### src/rtl/image_frame_rx.sv
// Byte-stream receiver for the 16-pixel-wide binary image feed: assembles 2*ROWS bytes
// into a frame and offers it on a valid/ready port. Define IMAGE_FRAME_RX_POPCOUNT_EN for frame_ones.
`ifdef IMAGE_FRAME_RX_POPCOUNT_EN
module image_frame_rx_popcnt8 (
  input  logic [7:0] byte_in,
  output logic [3:0] ones
);
  always_comb begin
    ones = '0;
    for (int i = 0; i < 8; i++) ones = ones + {3'b000, byte_in[i]};
  end
endmodule
`endif

module image_frame_rx #(
  parameter  int ROWS = 16,
  localparam int FW   = 16 * ROWS,
  localparam int NB   = 2 * ROWS,
  localparam int BIW  = $clog2(NB),
  localparam int OW   = $clog2(FW + 1)
) (
  input  logic           clk,
  input  logic           rst,
  input  logic [7:0]     in_byte,
  input  logic           in_valid,
  input  logic           in_sync,
  output logic [FW-1:0]  frame,
  output logic           frame_valid,
  input  logic           frame_ready,
  output logic [BIW-1:0] byte_index,
  output logic           overrun,
  output logic           sync_err,
  output logic [OW-1:0]  frame_ones
);
  localparam logic [BIW-1:0] LAST_IDX = BIW'(NB - 1);

  logic [NB-1:0][7:0] asm_q, asm_d;
  logic [BIW-1:0]     byte_index_q, byte_index_d;
  logic [FW-1:0]      frame_q, frame_d;
  logic               frame_valid_q, frame_valid_d;
  logic               overrun_q, overrun_d;
  logic               sync_err_q, sync_err_d;
  logic               realign, complete, pop, slot_free, load;
  logic [FW-1:0]      img;

  // A sync marker at byte 0 is an ordinary accept; only a mid-frame marker realigns.
  always_comb begin
    realign   = in_valid && in_sync && (byte_index_q != '0);
    complete  = in_valid && !realign && (byte_index_q == LAST_IDX);
    pop       = frame_valid_q && frame_ready;
    slot_free = !frame_valid_q || frame_ready;
    load      = complete && slot_free;
  end

  always_comb begin
    asm_d        = asm_q;
    byte_index_d = byte_index_q;
    if (realign) begin
      asm_d[0]     = in_byte;
      byte_index_d = BIW'(1);
    end else if (in_valid) begin
      asm_d[byte_index_q] = in_byte;
      byte_index_d        = complete ? '0 : byte_index_q + BIW'(1);
    end
  end

  // Row r = {byte 2r, byte 2r+1}: even bytes land in the upper half of each row.
  always_comb begin
    img = '0;
    for (int r = 0; r < ROWS; r++) begin
      img[16*r+8 +: 8] = asm_d[2*r];
      img[16*r   +: 8] = asm_d[2*r+1];
    end
  end

  always_comb begin
    frame_d       = frame_q;
    frame_valid_d = frame_valid_q;
    if (load) begin
      frame_d       = img;
      frame_valid_d = 1'b1;
    end else if (pop) begin
      frame_valid_d = 1'b0;
    end
    overrun_d  = overrun_q | (complete & ~slot_free);
    sync_err_d = sync_err_q | realign;
  end

  always_ff @(posedge clk) begin
    if (rst) begin
      asm_q         <= '0;
      byte_index_q  <= '0;
      frame_q       <= '0;
      frame_valid_q <= 1'b0;
      overrun_q     <= 1'b0;
      sync_err_q    <= 1'b0;
    end else begin
      asm_q         <= asm_d;
      byte_index_q  <= byte_index_d;
      frame_q       <= frame_d;
      frame_valid_q <= frame_valid_d;
      overrun_q     <= overrun_d;
      sync_err_q    <= sync_err_d;
    end
  end

  assign frame       = frame_q;
  assign frame_valid = frame_valid_q;
  assign byte_index  = byte_index_q;
  assign overrun     = overrun_q;
  assign sync_err    = sync_err_q;

`ifdef IMAGE_FRAME_RX_POPCOUNT_EN
  logic [3:0]    byte_ones;
  logic [OW-1:0] acc_q, acc_d, ones_q, ones_d, acc_sum;

  image_frame_rx_popcnt8 u_popcnt (.byte_in(in_byte), .ones(byte_ones));

  // The accumulator runs alongside the assembly buffer so frame_ones loads with frame.
  always_comb begin
    acc_sum = acc_q + OW'(byte_ones);
    acc_d   = acc_q;
    ones_d  = ones_q;
    if (realign)       acc_d = OW'(byte_ones);
    else if (complete) acc_d = '0;
    else if (in_valid) acc_d = acc_sum;
    if (load) ones_d = acc_sum;
  end

  always_ff @(posedge clk) begin
    if (rst) begin
      acc_q  <= '0;
      ones_q <= '0;
    end else begin
      acc_q  <= acc_d;
      ones_q <= ones_d;
    end
  end

  assign frame_ones = ones_q;
`else
  assign frame_ones = '0;
`endif
endmodule
### config.mk
export PLATFORM = sky130hd
export DESIGN_NAME = image_frame_rx
export DESIGN_NICKNAME = d
export VERILOG_FILES = /design/src/rtl/image_frame_rx.sv
export SDC_FILE = /design/constraint.sdc
export NUM_CORES = 1
export LEC_CHECK = 0
export ABC_AREA = 1
export ABC_CLOCK_PERIOD_IN_PS = 2400
export CELL_PAD_IN_SITES_DETAIL_PLACEMENT = 1
export CELL_PAD_IN_SITES_GLOBAL_PLACEMENT = 1
export CORE_MARGIN = 3
export CORE_UTILIZATION = 45
export CTS_CLUSTER_SIZE = 10
export DETAILED_ROUTE_END_ITERATION = 7
export DONT_BUFFER_PORTS = 1
export PLACE_DENSITY_LB_ADDON = 0.1
export SLEW_MARGIN = 15
export SYNTH_ARGS = -nofsm -noshare
export SYNTH_HDL_FRONTEND = slang
export SYNTH_HIERARCHICAL = 1
export SYNTH_SLANG_ARGS = --single-unit
export TNS_END_PERCENT = 50
### constraint.sdc
create_clock -name clk -period 2.4 [get_ports clk]
set_input_delay 0.24 -clock clk [delete_from_list [all_inputs] [get_ports clk]]
set_output_delay 0.24 -clock clk [all_outputs]
set_load 0.05 [all_outputs]
* Word level (Yosys, flattened, before mapping)
Index checks and enable logic that the tools add are counted.
** Operators by class
- Bitwise logic cells :: 4
- Reduce and logical (&&, ||, !) cells :: 14
- Eq/ne operators :: 1
- Magnitude comparators :: 2
- $add $sub $neg :: 1
- Mux-type cells :: 11
** Operator list (number)
- $bwmux W256 :: 1
- $mux W256 :: 1
- $mux W248 :: 1
- $demux W8 S5 :: 1
- $mux W8 :: 2
- $logic_and A1 B1 Y1 :: 7
- $lt A5 B6 Y1 const B :: 1
- $add A5 B1 Y5 const B :: 1
- $eq A5 B5 Y1 const B :: 1
- $ge A5 B1 Y1 const B :: 1
- $mux W5 :: 1
- $reduce_bool A5 Y1 :: 1
- $mux W1 :: 4
- $reduce_bool A2 Y1 :: 2
- $logic_not A1 Y1 :: 2
- $or A1 B1 Y1 :: 2
- $reduce_or A2 Y1 :: 1
- $and A1 B1 Y1 :: 1
- $logic_or A1 B1 Y1 :: 1
- $not A1 Y1 :: 1
** Word-level totals
- Register bits :: 520
- Input bits :: 13

* Depth between registers and ports, before layout
- Depth in word-level cells :: 8
- Depth in mapped cells :: 12
- Gate-level depth less buffers :: 11

* Least setup slack after synthesis
Ideal clock, no wire load.
- Path type :: flip-flop to flip-flop
- From :: reg byte_index_q[0], in the netlist byte_index[0]
- To :: reg frame_q[10], in the netlist frame[10]
- Data required time :: 2.290 ns
- Clock period less this slack :: 2.179 ns
- Path buffers :: 1
- Setup time :: 0.110 ns
- Cell stages (with the launch flop) :: 12
- Setup slack :: 0.221 ns
- Data arrival time :: 2.069 ns
- Path through :: dfxtp_1 -> inv_1 -> ha_1 -> nand2_1 -> inv_1 -> nand3_1 -> nand2_1 -> buf_2 -> o21ai_0 -> nand2_1 -> nand2_1 -> nor2_1
** On the way
- Cells in the longest elaborated chain, start to end :: 7
- Elaborated cells between the ends (all ways) :: 15
** Ends and longest elaborated chain
- start, declared :: RTL line 38 : logic [BIW-1:0] byte_index_q, byte_index_d;
- start signal, assigned :: RTL line 99 : byte_index_q <= byte_index_d;
- $lt A5 B6 Y1 (implied by the code) / $ge A5 B1 Y1 (equally long branches) :: RTL line 62 : asm_d[byte_index_q] = in_byte;
- $logic_and A1 B1 Y1 (implied by the code) :: RTL line 62
- $mux W8 (implied by the code) :: RTL line 62
- $demux W8 S5 :: RTL line 62
- $bwmux W256 :: RTL line 62
- $mux W256 :: RTL line 61 : end else if (in_valid) begin
- $mux W8 :: RTL line 58 : if (realign) begin
- end signal, assigned :: RTL line 100 : frame_q <= frame_d;
- end, declared :: RTL line 39 : logic [FW-1:0] frame_q, frame_d;
Several ways; a longest one is shown, not always the timed one.
A chain may end at the register's enable or synchronous reset.

* Worst setup path after layout
- From :: reg byte_index_q[0], in the netlist byte_index[0]
- To :: reg asm_q[75] (netlist name)
** On the way
- Cells in the longest elaborated chain, start to end :: 7
- Elaborated cells between the ends (all ways) :: 10
** Ends and longest elaborated chain
- $lt A5 B6 Y1 (implied by the code) / $ge A5 B1 Y1 (equally long branches) :: RTL line 62
- $logic_and A1 B1 Y1 (implied by the code) :: RTL line 62
- $mux W8 (implied by the code) :: RTL line 62
- $demux W8 S5 :: RTL line 62
- $bwmux W256 :: RTL line 62
- $mux W256 :: RTL line 61
- $mux W248 * :: RTL line 58
- end signal, assigned :: RTL line 98 : asm_q <= asm_d;
- end, declared :: RTL line 37 : logic [NB-1:0][7:0] asm_q, asm_d;
Mark *: on every way between the ends. The rest lies on a longest branch, timed or not.

==> results.md <==
* Status: finished with violations
* Failing checks: hold timing
* Final Setup Violations at 0
* Hold Path Class: input pin to flip-flop
* Crit share post-route at roughly 99%
* Remaining antenna violation count after routing at 0
* Worst Path Max Fanout at 29
* Share of cells above drive strength 1 at approximately 6.1%
* Fin Hold WS at -0.2344 ns
* Minimum clock period at roughly 2.4 ns
* DP Worst Slack at 0.2389 ns
* Total global-route track usage at ~27%
* Clock sinks at 520
* Seq pwr share at between 40% and 50%
* Syn-to-layout area delta at 13.37%
* #FFs+latches synth at 520
* Total wire length at just over 70000 um
* # port buffers at 0
* Final Hold Viols at 186
* Max VDD drop at between 400 and 500 uV
* Synth area leader: dfxtp_1
* Leak Pwr at approximately 0.012 uW
* Total power per unit cell area at just under 700 nW/um^2
* Layout Nets at approximately 3500
* Max transition margin at between 20% and 30%
* DIE HEIGHT at 229.5 um
* RSZ-0062 raised after global routing: true
* Initial Utilization at between 40 and 50%
* DR vias/cell at 4.884
* # DRC at 0
* Iteration count of the initial detailed-routing pass at 5
* Crit Path Category: flip-flop to flip-flop
* First-pass GRT wire length at about 110000 um
* Switching Share at roughly 23%
* Max-Cap Viols at 0
* Cell area after layout at approximately 25000 um^2
* Critical Path AT at slightly below 3 ns
* Max Transition Viols Final at 0
* Dominant cells by area after synthesis: dfxtp_1, nand2_1, inv_1, nor2_1, nand3_1
* Avg Inst Size Synth at roughly 6.4 um^2
* Routability congestion estimate at a little under 0.8
* Clock Latency Late Sink at a little over 0.6 ns
* Placed Cells at about 4000
* Number of clock buffers inserted by TritonCTS at 59
* Ports at approximately 290
* Overall power at 17410 uW
* Area of the die at approximately 53000 um^2
* Psw at approximately 4000 uW
* Max frequency at approximately 420 MHz
* Int Pwr at 13430 uW
* Syn Inst Count at roughly 3500
* Antenna violations before repair at 3
* GRT Residual Overflow at 0
* CTS tree: done
* Synth cell types at 26
* Wire per inst at 17.15 um
* Register area share after synthesis at between 40% and 50%
* Via count at between 20000 and 25000
* Clock group share of total power at approximately 46%
* Startpoint type of the worst setup path: flip-flop
* DRT iter0 DRCs at roughly 1100
* Logic pwr share at around 4%
* Detail Placement HPWL at between 40000 and 50000 um
* Yosys top cell area share at 46.31%
* Clk slew on worst S/H paths at roughly 0.06 ns
* Number of global-route vias before repair at 21350
* Synthesized area at about 22000 um^2
* PnR worst setup slack at between 0.02 and 0.03 ns
* Core area at approximately 49000 um^2
* Clk_skew at 0.01173 ns
* Yosys warns at 6
* Fin util at between 50 and 60%
* Final cell count without fillers at between 4000 and 5000
* Max clock buf depth at 3
* Largest net degree at the start of global routing at 260
* Fill cells at approximately 6600
* Row cnt at 81
* Placed cell area at between 20000 and 25000 um^2
* Req. time, crit path at just under 3 ns
* H-tree depth at 2
* Least-Margin Pin Slew at ~1.1 ns
* Critical Path Sink Type: flip-flop
* Die X at 229.5 um
* CTS Root Buffer Type: clkbuf_16
## path summary, 6_finish.rpt
check	startpoint	endpoint	slack, ns	cells after the start
worst min-delay path	rst	asm_q[26]	-0.23	1
worst max register to register	byte_index[0]	asm_q[75]	0.03	9
worst max-delay path	byte_index[0]	asm_q[75]	0.03	9
worst min register to register	asm_q[16]	asm_q[16]	0.47	2
## kinds of logic (layout without fill, tap and decap cells)
family,after synthesis,in the layout,share of synthesized area (%)
simple gates,2064,2065,36.52
fa+ha+maj,5,5,0.2783
buf+inv,830,863,15.00
compound gates,81,81,1.837
xor+xnor,1,1,0.03897
flops,520,520,46.31
other cells,1,10,0.01668
## power by group through the flow
stage	clock, uW	combinational [uW]	sequential (uW)
CTS	8190	676	8680
global placement	0	605	8870
global route	8550	755	8680
detailed placement	0	619	8870
finish	8020	703	8690
floorplan	0	471	8880
## placed cells by master, fill, tap and decap left out
cell type      count
o21ai_1            2
clkbuf_16         63
nand2_8            1
dfxtp_1          519
inv_2              7
diode_2            1
clkinv_1           1
dfxtp_2            1
conb_1             9
nor3_1             1
nand4_1            1
buf_12            14
inv_1            642
inv_8              1
nand2_1         1232
nor2_1           518
xor2_1             1
buf_16             2
nand4_4            1
nand3_2            4
clkbuf_1          16
nor2_2            26
o211ai_1           2
dlygate4sd3_1     45
nand3_1          256
nand2_4            1
buf_4             70
ha_1               5
o21a_1             1
clkbuf_8           2
o21ai_0            6
nor2_4             6
nand2_2           18
a21oi_1           70
## critical path, stage by stage (launching register included)
cell,delay (ns)
dfxtp_2,0.34
inv_1,0.10
ha_1,0.19
nand3_2,0.20
nand2_8,0.18
buf_16,0.21
buf_4,0.19
nand3_1,0.10
a21oi_1,0.21
dlygate4sd3_1,0.59
## what timing repair did
item / 4_1_cts / 5_1_grt
setup buffers: 0 / 9
endpoints found under the setup margin: 0 / 36
resized for setup: 0 / 18
endpoints found under the hold margin: 320 / 224
hold buffers: 44 / 1
## registers in the layout, summed over array words and instances, names as in the netlist
name / cells
overrun: 1
byte_index: 5
sync_err: 1
asm_q: 256
frame_valid: 1
frame: 256
## routing by layer
layer	up-vias	track usage [%]	share of wire, %
met3	142	5.348	5.2
met2	403	45.68	48
met1	9855	33.10	43
li1	10160	-	-
met4	0	10.67	3.9
met5	-	0	0
## synth_stat cells
cell / n
nand2_2: 17
o21ai_0: 8
buf_8: 1
conb_1: 1
buf_6: 8
buf_2: 55
nor2_2: 29
dfxtp_1: 520
a21oi_1: 70
inv_2: 1
inv_1: 647
nor3_1: 1
nor2_1: 521
nand3_1: 258
o211ai_1: 2
xor2_1: 1
nand4_1: 1
o21a_1: 1
clkbuf_1: 68
ha_1: 5
buf_4: 31
buf_1: 16
nand3_2: 2
nand2_1: 1234
clkinv_1: 3
nand4_2: 1
## stage by stage
step | hold slack, ns | setup TNS [ns]
after floorplan | 0.4281 | 0
after global routing | -0.2833 | -0.6030
after global placement | 0.3509 | 0
after CTS | -0.3007 | 0
final | -0.2344 | 0
after detailed placement | 0.3619 | 0
## cell type report
type | count | area [um^2] | area share (%)
antenna | 1 | 2.502 | 0.009819
clock buffer | 79 | 1614 | 6.333
inverter | 651 | 2451 | 9.618
multi-input combinational | 2161 | 8815 | 34.59
sequential | 520 | 10410 | 40.85
tap | 664 | 830.8 | 3.260
timing repair buffer | 133 | 1361 | 5.341
Power figures use the tool's default switching activity.
